## src/rtl/mips_ctrl_pkg.sv

```systemverilog
// Shared encodings for the multi-cycle MIPS control unit: opcodes, ALU-op codes,
// FSM states, memory access sizes and small opcode classifiers.
package mips_ctrl_pkg;

  localparam logic [5:0] OP_RTYPE = 6'b000000;
  localparam logic [5:0] OP_J     = 6'b000010;
  localparam logic [5:0] OP_BEQ   = 6'b000100;
  localparam logic [5:0] OP_BNE   = 6'b000101;
  localparam logic [5:0] OP_ADDI  = 6'b001000;
  localparam logic [5:0] OP_ADDIU = 6'b001001;
  localparam logic [5:0] OP_SLTI  = 6'b001010;
  localparam logic [5:0] OP_SLTIU = 6'b001011;
  localparam logic [5:0] OP_ANDI  = 6'b001100;
  localparam logic [5:0] OP_ORI   = 6'b001101;
  localparam logic [5:0] OP_LUI   = 6'b001111;
  localparam logic [5:0] OP_LB    = 6'b100000;
  localparam logic [5:0] OP_LH    = 6'b100001;
  localparam logic [5:0] OP_LW    = 6'b100011;
  localparam logic [5:0] OP_LBU   = 6'b100100;
  localparam logic [5:0] OP_LHU   = 6'b100101;
  localparam logic [5:0] OP_SB    = 6'b101000;
  localparam logic [5:0] OP_SH    = 6'b101001;
  localparam logic [5:0] OP_SW    = 6'b101011;

  localparam int ALU_ADD   = 0;
  localparam int ALU_SUB   = 1;
  localparam int ALU_RTYPE = 2;

  typedef enum logic [3:0] {
    S_FETCH  = 4'd0,  S_DECODE = 4'd1,  S_MEMADR = 4'd2,  S_MEMRD = 4'd3,
    S_MEMWB  = 4'd4,  S_MEMWR  = 4'd5,  S_EXEC   = 4'd6,  S_RWB   = 4'd7,
    S_IEXEC  = 4'd8,  S_IWB    = 4'd9,  S_BRANCH = 4'd10, S_JUMP  = 4'd11,
    S_ERROR  = 4'd12
  } state_t;

  // {unsigned, size}
  localparam logic [2:0] MSZ_BYTE   = 3'b000;
  localparam logic [2:0] MSZ_HALF   = 3'b001;
  localparam logic [2:0] MSZ_WORD   = 3'b010;
  localparam logic [2:0] MSZ_BYTE_U = 3'b100;
  localparam logic [2:0] MSZ_HALF_U = 3'b101;

  function automatic logic is_load(input logic [5:0] op);
    return op inside {OP_LB, OP_LH, OP_LW, OP_LBU, OP_LHU};
  endfunction

  function automatic logic is_store(input logic [5:0] op);
    return op inside {OP_SB, OP_SH, OP_SW};
  endfunction

  function automatic logic is_imm(input logic [5:0] op);
    return op inside {OP_ADDI, OP_ADDIU, OP_ANDI, OP_ORI, OP_SLTI, OP_SLTIU, OP_LUI};
  endfunction

  function automatic logic is_known(input logic [5:0] op);
    return is_load(op) || is_store(op) || is_imm(op) ||
           (op inside {OP_RTYPE, OP_BEQ, OP_BNE, OP_J});
  endfunction

  function automatic logic [2:0] mem_size_of(input logic [5:0] op);
    case (op)
      OP_LB, OP_SB: return MSZ_BYTE;
      OP_LH, OP_SH: return MSZ_HALF;
      OP_LBU:       return MSZ_BYTE_U;
      OP_LHU:       return MSZ_HALF_U;
      default:      return MSZ_WORD;
    endcase
  endfunction

endpackage

```

## src/rtl/mips_multicycle_control_out_decode.sv

```systemverilog
// Moore output decode for the multi-cycle control FSM: state and latched opcode
// to datapath controls, with a few strobes qualified by the memory ready signal.
module mips_mc_out_decode
  import mips_ctrl_pkg::*;
#(
  parameter int ALUOP_W = 6
) (
  input  logic               nrst,
  input  state_t             state,
  input  logic [5:0]         op_q,
  input  logic [5:0]         opcode,
  input  logic               ready,
  output logic               pc_write,
  output logic [1:0]         pc_write_cond,
  output logic               iord,
  output logic               mem_read,
  output logic               mem_write,
  output logic [2:0]         mem_size,
  output logic               ir_write,
  output logic               reg_dst,
  output logic               mem_to_reg,
  output logic               reg_write,
  output logic               alu_src_a,
  output logic [1:0]         alu_src_b,
  output logic               ext_zero,
  output logic [ALUOP_W-1:0] alu_op,
  output logic [1:0]         pc_source,
  output logic               instr_retired,
  output logic               illegal_op
);

  always_comb begin
    // NOTE: every output gets its idle value first so no path through the case infers a latch.
    pc_write      = 1'b0;
    pc_write_cond = 2'b00;
    iord          = 1'b0;
    mem_read      = 1'b0;
    mem_write     = 1'b0;
    mem_size      = MSZ_WORD;
    ir_write      = 1'b0;
    reg_dst       = 1'b1;
    mem_to_reg    = 1'b0;
    reg_write     = 1'b0;
    alu_src_a     = 1'b0;
    alu_src_b     = 2'b00;
    ext_zero      = 1'b0;
    alu_op        = ALUOP_W'(ALU_RTYPE);
    pc_source     = 2'b00;
    instr_retired = 1'b0;
    illegal_op    = 1'b0;

    // Reset forces idle immediately, so a half-done access never strobes memory or the RF.
    if (nrst) begin
      case (state)
        S_FETCH: begin
          mem_read  = 1'b1;
          alu_src_b = 2'b01;
          alu_op    = ALUOP_W'(ALU_ADD);
          ir_write  = ready;
          pc_write  = ready;
        end
        S_DECODE: begin
          alu_src_b  = 2'b11;
          alu_op     = ALUOP_W'(ALU_ADD);
          illegal_op = !is_known(opcode);
        end
        S_MEMADR: begin
          alu_src_a = 1'b1;
          alu_src_b = 2'b10;
          alu_op    = ALUOP_W'(ALU_ADD);
        end
        S_MEMRD: begin
          mem_read = 1'b1;
          iord     = 1'b1;
          mem_size = mem_size_of(op_q);
        end
        S_MEMWB: begin
          reg_dst       = 1'b0;
          mem_to_reg    = 1'b1;
          reg_write     = 1'b1;
          instr_retired = 1'b1;
        end
        S_MEMWR: begin
          mem_write     = 1'b1;
          iord          = 1'b1;
          mem_size      = mem_size_of(op_q);
          instr_retired = ready;
        end
        S_EXEC:  alu_src_a = 1'b1;
        S_RWB: begin
          reg_write     = 1'b1;
          instr_retired = 1'b1;
        end
        S_IEXEC: begin
          alu_src_a = 1'b1;
          alu_src_b = 2'b10;
          ext_zero  = op_q inside {OP_ANDI, OP_ORI};
          alu_op    = (op_q inside {OP_ADDI, OP_ADDIU}) ? ALUOP_W'(ALU_ADD) : ALUOP_W'(op_q);
        end
        S_IWB: begin
          reg_dst       = 1'b0;
          reg_write     = 1'b1;
          instr_retired = 1'b1;
        end
        S_BRANCH: begin
          alu_src_a     = 1'b1;
          alu_op        = ALUOP_W'(ALU_SUB);
          pc_source     = 2'b01;
          pc_write_cond = (op_q == OP_BEQ) ? 2'b01 : 2'b10;
          instr_retired = 1'b1;
        end
        S_JUMP: begin
          pc_source     = 2'b10;
          pc_write      = 1'b1;
          instr_retired = 1'b1;
        end
        default: ;
      endcase
    end
  end

endmodule

```

## src/rtl/mips_multicycle_control.sv

```systemverilog
// Multi-cycle MIPS control FSM: sequences fetch/decode/execute/memory/writeback,
// with a bounded memory-wait counter that escalates to a sticky bus error.
module mips_multicycle_control
  import mips_ctrl_pkg::*;
#(
  parameter int ALUOP_W     = 6,
  parameter int MEM_WAIT_EN = 1,
  parameter int MAX_WAIT    = 16
) (
  input  logic               clk,
  input  logic               nrst,
  input  logic [5:0]         opcode,
  input  logic               mem_ready,
  output logic               pc_write,
  output logic [1:0]         pc_write_cond,
  output logic               iord,
  output logic               mem_read,
  output logic               mem_write,
  output logic [2:0]         mem_size,
  output logic               ir_write,
  output logic               reg_dst,
  output logic               mem_to_reg,
  output logic               reg_write,
  output logic               alu_src_a,
  output logic [1:0]         alu_src_b,
  output logic               ext_zero,
  output logic [ALUOP_W-1:0] alu_op,
  output logic [1:0]         pc_source,
  output logic               instr_retired,
  output logic               illegal_op,
  output logic               bus_error,
  output logic [3:0]         state_o
);

  localparam int CNT_W = (MAX_WAIT > 1) ? $clog2(MAX_WAIT) : 1;

  state_t           state;
  logic [5:0]       op_q;
  logic [CNT_W-1:0] wait_cnt;
  logic             ready;
  logic             stall;

  assign ready   = (MEM_WAIT_EN != 0) ? mem_ready : 1'b1;
  assign stall   = (state inside {S_FETCH, S_MEMRD, S_MEMWR}) && !ready;
  assign state_o = state;

  // NOTE: all FSM state is updated with non-blocking assignments so every branch sees pre-edge values.
  always_ff @(posedge clk) begin
    if (!nrst) begin
      state     <= S_FETCH;
      op_q      <= '0;
      wait_cnt  <= '0;
      bus_error <= 1'b0;
    end else if (stall && wait_cnt == CNT_W'(MAX_WAIT - 1)) begin
      state     <= S_ERROR;
      wait_cnt  <= '0;
      bus_error <= 1'b1;
    end else begin
      // Counter only runs while held in a stalled memory state; any move clears it.
      wait_cnt <= stall ? wait_cnt + CNT_W'(1) : '0;
      case (state)
        S_FETCH:  if (ready) state <= S_DECODE;
        S_DECODE: begin
          op_q <= opcode;
          if (is_load(opcode) || is_store(opcode)) state <= S_MEMADR;
          else if (opcode == OP_RTYPE)             state <= S_EXEC;
          else if (opcode inside {OP_BEQ, OP_BNE}) state <= S_BRANCH;
          else if (opcode == OP_J)                 state <= S_JUMP;
          else if (is_imm(opcode))                 state <= S_IEXEC;
          else                                     state <= S_FETCH;
        end
        S_MEMADR: state <= is_store(op_q) ? S_MEMWR : S_MEMRD;
        S_MEMRD:  if (ready) state <= S_MEMWB;
        S_MEMWR:  if (ready) state <= S_FETCH;
        S_EXEC:   state <= S_RWB;
        S_IEXEC:  state <= S_IWB;
        S_ERROR:  state <= S_ERROR;
        default:  state <= S_FETCH;
      endcase
    end
  end

  mips_mc_out_decode #(.ALUOP_W(ALUOP_W)) u_out_decode (
    .nrst          (nrst),
    .state         (state),
    .op_q          (op_q),
    .opcode        (opcode),
    .ready         (ready),
    .pc_write      (pc_write),
    .pc_write_cond (pc_write_cond),
    .iord          (iord),
    .mem_read      (mem_read),
    .mem_write     (mem_write),
    .mem_size      (mem_size),
    .ir_write      (ir_write),
    .reg_dst       (reg_dst),
    .mem_to_reg    (mem_to_reg),
    .reg_write     (reg_write),
    .alu_src_a     (alu_src_a),
    .alu_src_b     (alu_src_b),
    .ext_zero      (ext_zero),
    .alu_op        (alu_op),
    .pc_source     (pc_source),
    .instr_retired (instr_retired),
    .illegal_op    (illegal_op)
  );

endmodule

```

## config.mk

```make
export PLATFORM = sky130hd
export DESIGN_NAME = mips_multicycle_control
export DESIGN_NICKNAME = d
export VERILOG_FILES = /design/src/rtl/mips_ctrl_pkg.sv /design/src/rtl/mips_multicycle_control_out_decode.sv /design/src/rtl/mips_multicycle_control.sv
export SDC_FILE = /design/constraint.sdc
export NUM_CORES = 1
export LEC_CHECK = 0
export CORE_MARGIN = 1.5
export CORE_UTILIZATION = 48
export CTS_CLUSTER_SIZE = 12
export DETAILED_ROUTE_END_ITERATION = 7
export GPL_ROUTABILITY_DRIVEN = 1
export PLACE_DENSITY = 0.84
export SYNTH_ARGS = -nofsm -noshare
export SYNTH_HDL_FRONTEND = slang
export SYNTH_SLANG_ARGS = --single-unit
```

## constraint.sdc

```tcl
create_clock -name clk -period 3.9 [get_ports clk]
set_clock_uncertainty 0.1 [all_clocks]
set_input_delay 0.39 -clock clk [delete_from_list [all_inputs] [get_ports clk]]
set_output_delay 0.39 -clock clk [all_outputs]
set_load 0.01 [all_outputs]
```

==> results_dict.tcl, run 1 <==
set metrics [dict create \
    p_per_area_nw_per_um2 285 \
    yosysMostFrequentCell "nand2_1" \
    drc 0 \
    leakage_nw 0.595 \
    grtUsageTotal_pct 25.6 \
    synth_cell_type_count 50 \
    grt_antenna_before_repair 0 \
    cts-resized-gates 0 \
    grt_pass1_vias 1228 \
    first_pass_iters 4 \
    core_area_um2 2280 \
    clk_path_buf_depth 2 \
    layout-drive-gt1-share_pct 3.47 \
    setup_tns_ns 0 \
    ys_ff_latch 15 \
    critical_path.endpoint_type "primary output" \
    synth_cells 169 \
    cts_hold_buf 0 \
    synthFlopType "dfxtp_1" \
    ir_drop_v 0.000295 \
    slew_violations 0 \
    wl_per_cell_um 14.0 \
    status "finished clean" \
    fin_area_um2 1600 \
    rsz0062_at_grt "false" \
    netlist.area_leader.share_pct 25.3 \
    vias 1381 \
    ant_nets 0 \
    min_period_over_period_pct 82.5 \
    fmaxAchievable_mhz 311 \
    synthToLayoutAreaGrowth_pct 34.5 \
    synth-simple-area-share_pct 39.1 \
    wl_um 3230 \
    cts.sinks 15 \
    synth_xor_area_share_pct 3.68 \
    cp.required_ns 3.41 \
    min_path_cells 1 \
    synth_top_cell_by_area "dfxtp_1" \
    synth_compound_gate_area_share_pct 23.5 \
    die_w_um 52.8 \
    holdPathEnd "wait_cnt[0]$_SDFF_PP0_" \
    grt_first_pass_wirelength_um 5400 \
    synthTopCellsByArea "dfxtp_1 (25%), nand2_1 (7.3%), nor2_1 (5.4%)" \
    num_antenna_cells 0 \
    io_buffers 40 \
    synthArstFlopShare_pct 0 \
    hold_path_class "flop to flop" \
    start_kind "flop" \
    grt_remaining_overflow 0 \
    drt-initial-drc-count 54 \
    min_from "wait_cnt[0]$_SDFF_PP0_" \
    grt_max_degree 21 \
    fp.dieArea_um2 2780 \
    worstPathArrival_ns 2.73 \
    synth_top_family_by_area "simple AND/OR/NAND/NOR gates" \
    rrSetupSlack_ns 1.79 \
    postSynthAreaPerCell_um2 7.03 \
    routed_via_density 6.00 \
    tightest_slew_ns 0.645 \
    synth_nets 179 \
    h-tree-depth 1 \
    num_io_pins 41 \
    reg2reg_from "state_o[0]$_SDFFE_PP0P_" \
    cap_violations 0 \
    period_needed_ns 3.22 \
    fin_nets 213 \
    synth.cells.most_frequent "nand2_1 (23), nor2_1 (17), dfxtp_1 (15)" \
    ys_warn_count 0 \
    start_util_pct 52.2 \
    synthAdderAreaFrac_pct 1.05 \
    path_clk_slew_ns 0.08 \
    reg2regPathDepth 4 \
    netlist_area_um2 1190 \
    cts-root-buf "clkbuf_4" \
    hold_viol 0 \
    critPathKind "flop to primary output" \
    synth_edf_count 0 \
    setup_viol_count_final 0 \
    r2r-end "state_o[3]$_SDFFE_PN0P_" \
    post_cts_buffers 0 \
    tritoncts "yes" \
    worstSkewPairLatency_ns 0.28 \
    slew_headroom_pct 55.9 \
    cts_buffers 3 \
    die_h_um 52.8 \
    dpl.hpwl_um 2520 \
    rows 17 \
    placed_cell_area_um2 1570 \
    yosysSeqAreaShare_pct 25.3 \
    cp_max_fo 20 \
    muxShareOfSynthArea_pct 0.842 \
    gp_congestion 0.835 \
]
critical path, stage by stage (launching register included):
cell and delay, ns:
dfxtp_1 0.72, nor2b_1 0.46, nand2_1 0.15, nor3_1 0.36, a31o_2 0.22, clkdlybuf4s50_1 0.53
registers in the layout (all words and copies together) (netlist names):
name       flops
bus_error      1
wait_cnt       4
state_o        4
op_q           6
cells by family after synthesis:
kind of cell,count (synthesis)
simple gates,89
compound gates,40
buf+inv,18
flops,15
xor+xnor,5
mux,1
fa+ha+maj,1
layout make-up:
| class | count | area (um^2) |
|---|---|---|
| Sequential cell | 15 | 300 |
| Inverter | 7 | 26.3 |
| Clock inverter | 1 | 5.00 |
| Fill cell | 192 | 677 |
| Multi-Input combinational cell | 136 | 810 |
| Clock buffer | 3 | 22.5 |
| Tap cell | 28 | 35.0 |
| Timing Repair Buffer | 40 | 400 |
per-layer routing:
layer / track usage, % / part of all wire [%] / vias to the layer above
li1: - / - / 686
met1: 31.1 / 43 / 629
met2: 44.6 / 50 / 60
met3: 6.86 / 6.2 / 6
met4: 5.98 / 1.2 / 0
met5: 0 / 0 / -
worst max-delay path by stage:
stage	start	endpoint	slack (ns)	cells after the start
2_1_floorplan	state_o[0]$_SDFFE_PP0P_	illegal_op	1.89	5
3_3_place_gp	nrst	mem_size[0]	1.09	6
3_5_place_dp	state_o[3]$_SDFFE_PN0P_	alu_op[0]	1.03	5
4_1_cts	state_o[3]$_SDFFE_PN0P_	alu_op[0]	0.71	5
5_1_grt	state_o[3]$_SDFFE_PN0P_	alu_op[0]	0.48	5
6_report	state_o[3]$_SDFFE_PN0P_	alu_op[0]	0.68	5
cell usage in the layout (no fill, tap or decap), types with 2 or more instances in the layout:
master and count:
clkdlybuf4s50_1 40, xnor2_1 3, nand3_1 7, xor2_1 2, a22oi_1 3, clkbuf_4 3
nor4b_1 2, nor2b_1 7, or4_1 2, o21a_1 2, nor3_1 6, o21ai_0 3
and2_1 3, nand3b_1 2, nand2b_1 3, o22ai_1 5, inv_1 7, and3_1 7
or3_1 2, nand2_1 23, a21oi_1 11, dfxtp_1 15, nor4_1 2, nor2_1 17
report_power, final:
part / switching (mW) / internal (mW) / leakage, nW
Combinational: 0.0916 / 0.0795 / 0.455
Sequential: 0.0329 / 0.167 / 0.122
Clock: 0.0468 / 0.0381 / 0.0177
stage by stage:
stage          hold WS (ns)  worst slack, ns  instances  utilization (%)  total power [mW]
2_1_floorplan         0.318             1.89        169                -             0.309
3_3_place_gp          0.335             1.09        226             69.0             0.366
3_5_place_dp          0.350             1.03        226             69.0             0.373
4_1_cts               0.371            0.715        230             70.3             0.457
5_1_grt               0.394            0.484        230             70.3             0.489
6_report              0.363            0.684        230             70.3             0.456
No activity file was read; power rests on OpenSTA's default activity.
==> run 2: changes to the inputs <==
- CORE_UTILIZATION: 48 -> 45
- PLACE_DENSITY: 0.84 -> 0.8
- clock period: 3.9 -> 3.1 ns (I/O delays scaled with it)
==> results_dict.tcl, run 2 (synthesis results as in run 1) <==
set metrics [dict create \
    cap_violations 0 \
    rrSetupSlack_ns 1.28 \
    critPathKind "flop to primary output" \
    final_common_cell "clkdlybuf4s50_1" \
    fin_nets 219 \
    cpMaxStageDelayCell "or4b_1" \
    h-tree-depth 1 \
    seq_power_share_pct 38.9 \
    leakage_nw 0.627 \
    num_antenna_cells 0 \
    cts_hold_buf 0 \
    reg2reg_from "state_o[3]$_SDFFE_PN0P_" \
    grtUsageTotal_pct 24.9 \
    comb_power_share_pct 42.0 \
    post_cts_buffers 0 \
    rsz0062_at_grt "false" \
    drc 0 \
    ir_drop_v 0.000342 \
    crit_start "state_o[3]$_SDFFE_PN0P_" \
    period_needed_ns 2.78 \
    grt_first_pass_wirelength_um 5380 \
    gr-usage-met3_pct 7.10 \
    grt_use_met2_pct 43.0 \
    clk_path_buf_depth 2 \
    fin_area_um2 1650 \
    path_clk_slew_ns 0.09 \
    path_cells "or4b_1 > a21oi_1 > o2111a_1 > clkdlybuf4s50_1" \
    cp.depth 4 \
    min_period_over_period_pct 89.6 \
    endpoint "illegal_op" \
    critPathBufInv 1 \
    regMostFlops "op_q" \
    slew_violations 0 \
    slowest_delay_ns 0.70 \
    drt-initial-drc-count 48 \
    num_io_pins 41 \
    setup_viol_count_final 0 \
    fp.dieArea_um2 2960 \
    grt.busiest_layer "met2" \
    power_mw 0.591 \
    cts-root-buf "clkbuf_4" \
    seqCellArea_um2 300 \
    power.switching_mw 0.224 \
    tightest_slew_ns 0.592 \
    setup_tns_ns 0 \
    use_met1_pct 29.8 \
    status "finished clean" \
    die_w_um 54.4 \
    cp_max_fo 10 \
    first_pass_iters 4 \
    whs_ns 0.384 \
    reg2regPathDepth 3 \
    fmaxAchievable_mhz 360 \
    wl_um 3410 \
    layout-drive-gt1-share_pct 6.25 \
    tritoncts "yes" \
    synthToLayoutAreaGrowth_pct 38.5 \
    p_per_area_nw_per_um2 359 \
    worstSkewPairLatency_ns 0.29 \
    start_kind "flop" \
    largest_register_ffs 6 \
    r2r-end "state_o[1]$_SDFFE_PP0P_" \
    grt_pass1_vias 1251 \
    grt_max_degree 20 \
    netSwitchingFraction_pct 38.0 \
    final_core_util_pct 66.5 \
    n_fill_cell 218 \
    cts_buffers 3 \
    io_buffers 40 \
    grt_remaining_overflow 0 \
    cts-resized-gates 0 \
    intPower_mw 0.367 \
    slew_headroom_pct 59.5 \
    cp.required_ns 2.69 \
    pre_cts_ws_ns 0.482 \
    critical_path.endpoint_type "primary output" \
    core_area_um2 2480 \
    dpl.hpwl_um 2620 \
    dp.cells 234 \
    routed_via_density 5.86 \
    placed_cell_area_um2 1620 \
    hold_path_class "flop to flop" \
    timing.final.ws_setup_ns 0.324 \
    worstPathArrival_ns 2.37 \
    wl_per_cell_um 14.3 \
    vias 1395 \
    layout_common_cells "clkdlybuf4s50_1 (40), nand2_1 (23), nor2_1 (17)" \
    rows 18 \
    hold_viol 0 \
    cpLargestDelayFamily "simple AND/OR/NAND/NOR gates" \
    instances_no_fill 238 \
    ant_nets 0 \
    grt_antenna_before_repair 0 \
    multi_input_area_um2 810 \
    cts.sinks 15 \
    die_h_um 54.4 \
    p_clk_share_pct 19.2 \
    start_util_pct 48.0 \
    gp_congestion 0.819 \
]
run 2: cell types whose count changed in the layout (fill, tap and decap cells not counted):
| cell | before | now |
|---|---|---|
| buf_4 | 0 | 6 |
run 2: worst register-to-register path: stages, from the launching register on:
cell and delay [ns]:
dfxtp_1 0.41, or4b_1 0.70, a311o_1 0.41, o211ai_2 0.14
run 2: how the worst min path moves through the flow:
stage / endpoint / cells past startpoint / startpoint / slack (ns)
detailed placement: bus_error$_SDFFE_PN0P_ / 1 / bus_error$_SDFFE_PN0P_ / 0.37
finish: wait_cnt[0]$_SDFF_PP0_ / 1 / wait_cnt[0]$_SDFF_PP0_ / 0.38
global placement: wait_cnt[0]$_SDFF_PP0_ / 1 / wait_cnt[0]$_SDFF_PP0_ / 0.33
global route: wait_cnt[0]$_SDFF_PP0_ / 1 / wait_cnt[0]$_SDFF_PP0_ / 0.40
CTS: wait_cnt[0]$_SDFF_PP0_ / 1 / wait_cnt[0]$_SDFF_PP0_ / 0.39
floorplan: wait_cnt[0]$_SDFF_PP0_ / 1 / wait_cnt[0]$_SDFF_PP0_ / 0.32
run 2: layout make-up:
class | count | share of cell area [%]
Clock buffer | 3 | 1.37
Tap cell | 30 | 2.28
Multi-Input combinational cell | 136 | 49.2
Sequential cell | 15 | 18.2
Clock inverter | 1 | 0.304
Inverter | 7 | 1.60
Timing Repair Buffer | 46 | 27.1
run 2: power groups by stage:
stage                     Combinational [mW]  Sequential, mW  Clock, mW
final                                  0.248           0.230      0.113
after CTS                              0.247           0.230      0.114
after global routing                   0.274           0.233      0.122
after global placement                 0.237           0.233          0
after detailed placement               0.245           0.234          0
after floorplan                        0.158           0.230          0
run 2: layer usage:
layer	wire length (um)	share of wire [%]
met1	1410	41
met2	1750	51
met3	237	7.0
met4	12	0.35
met5	0	0
